===== src/rtl/div_pkg.sv =====
// Shared types and constants for the iterative restoring divider.
package div_pkg;

  typedef enum logic [1:0] {
    IDLE = 2'd0,
    RUN  = 2'd1,
    DONE = 2'd2
  } div_state_e;

  // Step counter must be able to hold the value BITS itself.
  function automatic int unsigned cnt_width(input int unsigned bits);
    return $clog2(bits + 1);
  endfunction

  localparam logic [31:0] DIV0_QUOTIENT = '1;

endpackage


===== src/rtl/div_step.sv =====
// One restoring-division step: shift in a dividend bit, trial-subtract the divisor.
module div_step #(
  parameter int unsigned BITS = 8
) (
  input  logic [BITS:0]   rem_i,
  input  logic            bit_i,
  input  logic [BITS-1:0] divisor_i,
  output logic [BITS:0]   rem_o,
  output logic            q_o
);

  logic [BITS:0]   shifted;
  logic [BITS+1:0] diff;
  logic            borrow;
  // R[BITS] is always 0 entering a step, since R < divisor after every step.
  logic            unused_rem_msb;

  always_comb begin
    unused_rem_msb = rem_i[BITS];
    shifted        = {rem_i[BITS-1:0], bit_i};
    diff           = {1'b0, shifted} - {2'b00, divisor_i};
    borrow         = diff[BITS+1];
    rem_o          = borrow ? shifted : diff[BITS:0];
    q_o            = ~borrow;
  end

endmodule


===== src/rtl/seq_divider.sv =====
// Iterative unsigned restoring divider, one quotient bit per clock, start/busy/done handshake.
module seq_divider
  import div_pkg::*;
#(
  parameter int unsigned BITS = 8
) (
  input  logic            i_clk,
  input  logic            i_rst_n,
  input  logic            i_start,
  input  logic [BITS-1:0] i_dividend,
  input  logic [BITS-1:0] i_divisor,
  output logic            o_busy,
  output logic            o_done,
  output logic [BITS-1:0] o_quotient,
  output logic [BITS-1:0] o_remainder,
  output logic            o_div_by_zero
);

  localparam int unsigned CW = cnt_width(BITS);

  div_state_e      state_q, state_d;
  logic [CW-1:0]   cnt_q, cnt_d;
  logic [BITS-1:0] dvd_q, dvd_d;
  logic [BITS-1:0] dvs_q, dvs_d;
  logic [BITS:0]   rem_q, rem_d;
  logic [BITS-1:0] quo_q, quo_d;
  logic [BITS-1:0] quotient_q, quotient_d;
  logic [BITS-1:0] remainder_q, remainder_d;
  logic            div0_q, div0_d;

  logic [BITS:0]   step_rem;
  logic            step_q;

  div_step #(.BITS(BITS)) u_step (
    .rem_i     (rem_q),
    .bit_i     (dvd_q[BITS-1]),
    .divisor_i (dvs_q),
    .rem_o     (step_rem),
    .q_o       (step_q)
  );

  always_comb begin
    state_d     = state_q;
    cnt_d       = cnt_q;
    dvd_d       = dvd_q;
    dvs_d       = dvs_q;
    rem_d       = rem_q;
    quo_d       = quo_q;
    quotient_d  = quotient_q;
    remainder_d = remainder_q;
    div0_d      = div0_q;

    case (state_q)
      IDLE, DONE: begin
        if (i_start) begin
          if (i_divisor == '0) begin
            state_d     = DONE;
            quotient_d  = DIV0_QUOTIENT[BITS-1:0];
            remainder_d = i_dividend;
            div0_d      = 1'b1;
          end else begin
            state_d = RUN;
            dvd_d   = i_dividend;
            dvs_d   = i_divisor;
            rem_d   = '0;
            quo_d   = '0;
            cnt_d   = CW'(BITS);
          end
        end else if (state_q == DONE) begin
          state_d = IDLE;
        end
      end
      RUN: begin
        rem_d = step_rem;
        dvd_d = {dvd_q[BITS-2:0], 1'b0};
        quo_d = {quo_q[BITS-2:0], step_q};
        cnt_d = cnt_q - CW'(1);
        // Last step: publish this step's result directly rather than a cycle later.
        if (cnt_q == CW'(1)) begin
          state_d     = DONE;
          quotient_d  = {quo_q[BITS-2:0], step_q};
          remainder_d = step_rem[BITS-1:0];
          div0_d      = 1'b0;
        end
      end
      default: state_d = IDLE;
    endcase
  end

  always_ff @(posedge i_clk or negedge i_rst_n) begin
    if (!i_rst_n) begin
      state_q     <= IDLE;
      cnt_q       <= '0;
      dvd_q       <= '0;
      dvs_q       <= '0;
      rem_q       <= '0;
      quo_q       <= '0;
      quotient_q  <= '0;
      remainder_q <= '0;
      div0_q      <= 1'b0;
    end else begin
      state_q     <= state_d;
      cnt_q       <= cnt_d;
      dvd_q       <= dvd_d;
      dvs_q       <= dvs_d;
      rem_q       <= rem_d;
      quo_q       <= quo_d;
      quotient_q  <= quotient_d;
      remainder_q <= remainder_d;
      div0_q      <= div0_d;
    end
  end

  always_comb begin
    o_busy        = (state_q == RUN);
    o_done        = (state_q == DONE);
    o_quotient    = quotient_q;
    o_remainder   = remainder_q;
    o_div_by_zero = div0_q;
  end

endmodule


===== config.mk =====
export PLATFORM = sky130hd
export DESIGN_NAME = seq_divider
export DESIGN_NICKNAME = d
export VERILOG_FILES = /design/src/rtl/div_pkg.sv /design/src/rtl/div_step.sv /design/src/rtl/seq_divider.sv
export SDC_FILE = /design/constraint.sdc
export NUM_CORES = 1
export LEC_CHECK = 0
export ABC_AREA = 1
export CAP_MARGIN = 20
export CORE_UTILIZATION = 55
export CTS_CLUSTER_DIAMETER = 120
export CTS_CLUSTER_SIZE = 40
export DETAILED_ROUTE_END_ITERATION = 10
export PLACE_DENSITY = 0.88
export RECOVER_POWER = 100
export SLEW_MARGIN = 30
export SYNTH_ARGS = -nofsm -noshare
export SYNTH_HDL_FRONTEND = slang
export SYNTH_SLANG_ARGS = --single-unit

===== constraint.sdc =====
create_clock -name i_clk -period 5.1 [get_ports i_clk]
set_input_delay 1.53 -clock i_clk [delete_from_list [all_inputs] [get_ports i_clk]]
set_output_delay 1.53 -clock i_clk [all_outputs]
set_load 0.03 [all_outputs]

======== After elaboration in Yosys (flattened, before gate mapping) ========
Index checks and enable logic that the tools add are counted.
storage, ports and cells
  register bits ........................... 54
  bits in latches ......................... 0
  bits in read-only memories .............. 0
  memories kept ........................... 0
  RAM bits ................................ 0
  input bits .............................. 19
operators by class
  equality and inequality tests ........... 8
  bitwise logic cells ..................... 2
  shifts and indexed selects .............. 0
  div/mod/pow operators ................... 0
  magnitude comparators ................... 0
  reductions and logical operators ........ 8
  mux-type cells .......................... 30
  multiply operators ...................... 0
  $add $sub $neg .......................... 2
operators by type and width
  kind                                                   count
  2-to-1 mux 8 bit                                       11
  one-hot mux 8 bit (2 select lines)                     4
  2-to-1 mux 7 bit                                       2
  one-hot mux 7 bit (2 select lines)                     1
  subtractor 9 x 8 -> 10 bit                             1
  logical NOT 8 bit                                      1
  2-to-1 mux 2 bit                                       4
  2-to-1 mux 4 bit                                       2
  one-hot mux 4 bit (2 select lines)                     1
  inequality test 2 bit, second input constant           3
  AND reduction 3 bit                                    2
  == test 4 x 1 -> 1 bit, second input constant          1
  one-hot mux 2 bit (2 select lines)                     1
  AND reduction 4 bit                                    1
  subtractor 4 x 1 -> 4 bit, second input constant       1
  2-to-1 mux 1 bit                                       3
  inequality test 3 bit, second input constant           1
  == test 2 x 1 -> 1 bit, second input constant          1
  == test 2 bit, second input constant                   1
  logical NOT 2 bit                                      1
  inequality test 2 x 1 -> 1 bit, second input constant  1
  NOT 1 bit                                              2
  one-hot mux 1 bit (2 select lines)                     1
  AND reduction 2 bit                                    1
  2 further kinds                                        2

======== Longest topological paths before layout ========
  depth after elaboration ................. 4
  gate-level depth with buffers ........... 13
  gate-level depth less buffers ........... 13

======== Modules after synthesis ========
A second synthesis with hierarchy kept.
unflattened totals
  cell total of the unflattened synthesis .. 422
  area total of the unflattened synthesis .. 3155.5 um^2
by module, submodules not included
  module       times used  sequential area each (um^2)  area an instance (um^2)  cells each
  seq_divider  1           1376.3                       2477.4                   297
  div_step     1           0.0                          678.2                    125

======== Worst setup path after synthesis ========
Ideal clock, no wire load.
  kind .................................... register to output
  from .................................... reg state_q[1]
  to ...................................... out o_busy
  arrival time ............................ 1.036 ns
  stages on the path, launching flop included .. 6
  path slack .............................. 2.534 ns
  cells stage by stage .................... dfrtp_1 -> inv_1 -> nand2_4 -> clkinv_2 -> buf_2 -> buf_2
on the way
  longest elaborated chain between the ends .. 1
ends and longest elaborated chain
  what                      RTL line            source
  start: declaration        seq_divider.sv:21   div_state_e state_q, state_d;
  start signal: assignment  seq_divider.sv:102  state_q <= state_d;
  == test 2 x 1 -> 1 bit    seq_divider.sv:115  o_busy = (state_q == RUN);
  end: declaration          seq_divider.sv:12   output logic o_busy,
No other way between the ends.

======== Worst setup path in the final report ========
  from .................................... reg state_q[0]
  to ...................................... out o_busy
The elaborated chain is that of the path after synthesis.

==> flow_metrics.env <==
export IMPL_min_from="dvd_q[1]"
export IMPL_ys_seq_area_share_pct=47.33
export IMPL_grt_pass1_vias=2316
export IMPL_route_vias_total=2350
export IMPL_antennaDiodeCount=0
export IMPL_die_w_um=74.05
export IMPL_crit_slowest_cell="clkdlybuf4s50_1"
export IMPL_setup_tns_final_ns=0
export IMPL_ys_warn_count=0
export IMPL_cp_end_kind="primary output"
export IMPL_grt_total_usage_pct=26.36
export IMPL_instances_no_fill=446
export IMPL_cts_sinks=54
export IMPL_cts_repair_resized=0
export IMPL_antenna_found_initial=0
export IMPL_port_buffers=37
export IMPL_reg2reg_from="state_q[0]"
export IMPL_drive_gt1_share_pct=6.069
export IMPL_timing_rr_end="o_remainder[3]"
export IMPL_dp_cells=438
export IMPL_rrSetupSlack_ns=2.89
export IMPL_maxCapViolations=0
export IMPL_timing_hold_worst_endpoint="dvd_q[1]"
export IMPL_drt_wl_total_um=6282
export IMPL_fillCellCount=400
export IMPL_relSlewSlack_pct=45.84
export IMPL_crit_type="reg2out"
export IMPL_cpLargestDelayFamily="buffers and inverters"
export IMPL_grt_max_degree=55
export IMPL_crit_fanout=41
export IMPL_dieArea_um2=5483
export IMPL_wl_per_cell_um=14.09
export IMPL_clock_path_buffers=2
export IMPL_crit_required_ns=3.57
export IMPL_grt_first_pass_wirelength_um=10740
export IMPL_drc_errors=0
export IMPL_cts_htree_levels=2
export IMPL_worst_r2r_cell_count=8
export IMPL_min_path_cells=2
export IMPL_rows=25
export IMPL_clkTransAtPathRegs_ns=0.10
export IMPL_period_share_pct=72.67
export IMPL_synth_top_flop_cell="dfrtp_1"
export IMPL_multi_input_area_um2=1201
export IMPL_slowest_delay_ns=0.76
export IMPL_ir_worst_vdd_mv=0.3687
export IMPL_cts_buffers=5
export IMPL_async_reset_ff_share_pct=100.0
export IMPL_worstMarginPinSlew_ns=0.8124
export IMPL_first_iter_violations=201
export IMPL_io_pins=38
export IMPL_start_kind="register"
export IMPL_arrival_ns=2.18
export IMPL_cts_setup_buffers=0
export IMPL_syn_area_um2=2855
export IMPL_clock_latency_ns=0.32
export IMPL_syn_num_nets=374
export IMPL_synth_seq_cells=54
export IMPL_final_hold_violation_count=0
export IMPL_power_density_nw_per_um2=715.9
export IMPL_hpwl_um=4582
export IMPL_hold_ws_ns=0.5001
export IMPL_stdcell_area_um2=3323
export IMPL_cts_tree="built"
export IMPL_nets=408
export IMPL_layout_area_overhead_vs_synth_pct=16.39
export IMPL_register_area_um2=1351
export IMPL_antenna_left=0
export IMPL_core_area_um2=4848
export IMPL_start_util_pct=58.89
export IMPL_avgSynthCellArea_um2=8.300
export IMPL_first_pass_iters=4
export IMPL_hp_class="reg2reg"
export IMPL_fin_skew_ns=0.008131
export IMPL_fmax_mhz=269.8
export IMPL_gp_congestion=0.8677
export IMPL_min_period_ns=3.706
export IMPL_postSynthCellCount=344
export IMPL_total_power_uw=2379
export IMPL_synth_cell_types=35
export IMPL_setup_viol=0
export IMPL_grt_setup_unrepaired="false"
export IMPL_status="finished, final reports clean"
export IMPL_vias_per_cell=5.269
export IMPL_cp_cell_sequence="nand2_4, clkinv_2, clkdlybuf4s50_1"
export IMPL_slew_violations=0
export IMPL_holdBufCountCts=0
export IMPL_synth_edf_count=0
export IMPL_die_h_um=74.05
export IMPL_dpl_cell_area_um2=3244
export IMPL_grt_overflow=0
export IMPL_power_leakage_uw=0.001680
export IMPL_cp_num_buf_inv=2
export IMPL_cts_root_buffer="clkbuf_8"
==> sequential cells by signal (all words and copies together), names as in the netlist <==
name / flops
dvs_q: 8
cnt_q: 4
dvd_q: 8
rem_q: 8
o_remainder: 8
o_div_by_zero: 1
quo_q: 7
o_quotient: 8
state_q: 2
==> worst reg2reg max path, cell delays in order (launching register included) <==
cell	delay (ns)
dfrtp_1	0.43
nand2_4	0.19
clkinv_2	0.47
o21ai_2	0.24
nand2_1	0.28
nor2_1	0.23
nand3_1	0.15
nand2_1	0.09
inv_1	0.03
==> where the power goes <==
part | switching, uW | internal (uW) | leakage, uW
Clock | 152 | 101 | 0.0000491
Sequential | 109 | 626 | 0.000659
Combinational | 906 | 485 | 0.000972
Total | 1170 | 1210 | 0.00168
==> synth_stat cells, types with 3 or more instances <==
master,count,share of area [%]
nand4_1,9,2.0
o21ai_0,11,1.9
buf_2,6,1.1
nand2_1,76,10
ha_1,10,4.4
inv_1,55,7.2
nand2_4,3,1.2
a31oi_1,6,1.3
nand3_1,30,5.3
o22ai_1,8,1.8
o211ai_1,5,1.3
nor2_1,29,3.8
dfrtp_1,54,47
buf_6,3,1.2
nand2_2,3,0.66
or2_1,8,1.8
clkbuf_1,3,0.39
==> final cells by class <==
type                    instances  share of cell area (%)
clock buffers                   5                   2.071
clock inverters                 3                  0.7907
inverters                      57                   6.476
multi-input cells             221                   36.14
flip-flops and latches         54                   40.66
well taps                      67                   2.523
repair buffers                 39                   11.33
==> metrics by stage <==
step,util [%],worst slack [ns]
6_report,68.54,1.394
5_1_grt,68.54,1.284
4_1_cts,68.88,1.384
3_5_place_dp,66.92,1.746
3_3_place_gp,66.92,1.793
2_1_floorplan,-,2.534
==> logic make-up (layout without fill, tap and decap cells) <==
kind of cell,Yosys count,in the layout,share of synthesized area (%)
compound gates,39,39,9.159
simple gates,167,167,26.99
buf+inv,69,104,10.17
fa+ha+maj,11,11,5.083
mux,1,1,0.3506
flops,54,54,47.33
xor+xnor,3,3,0.9204
==> metal layers <==
metal	global-route usage, %	share of wire [%]	up-vias
met1	34.10	44	1108
met2	44.24	49	63
met4	10.47	2.9	0
met3	4.472	4.4	14
li1	-	-	1165
met5	0	0	-
==> worst max path at each step <==
stage,cells past startpoint,to,startpoint
final,3,o_busy,state_q[0]
after global routing,3,o_busy,state_q[0]
after CTS,3,o_busy,state_q[0]
after detailed placement,3,o_busy,state_q[0]
after global placement,3,o_busy,state_q[0]
after floorplan,5,o_busy,state_q[1]
==> cell usage in the layout (no fill, tap or decap), types with 3 or more instances in the layout <==
| cell | instances |
|---|---|
| clkbuf_8 | 5 |
| o21ai_0 | 13 |
| nand4_1 | 9 |
| or2_1 | 8 |
| nand2_4 | 3 |
| ha_1 | 10 |
| nand3_1 | 31 |
| nor2_1 | 30 |
| dfrtp_1 | 54 |
| a31oi_1 | 6 |
| inv_1 | 56 |
| o22ai_1 | 8 |
| clkdlybuf4s50_1 | 17 |
| nand2_1 | 78 |
| dlygate4sd3_1 | 19 |
| o211ai_1 | 5 |
Power figures use the tool's default switching activity.
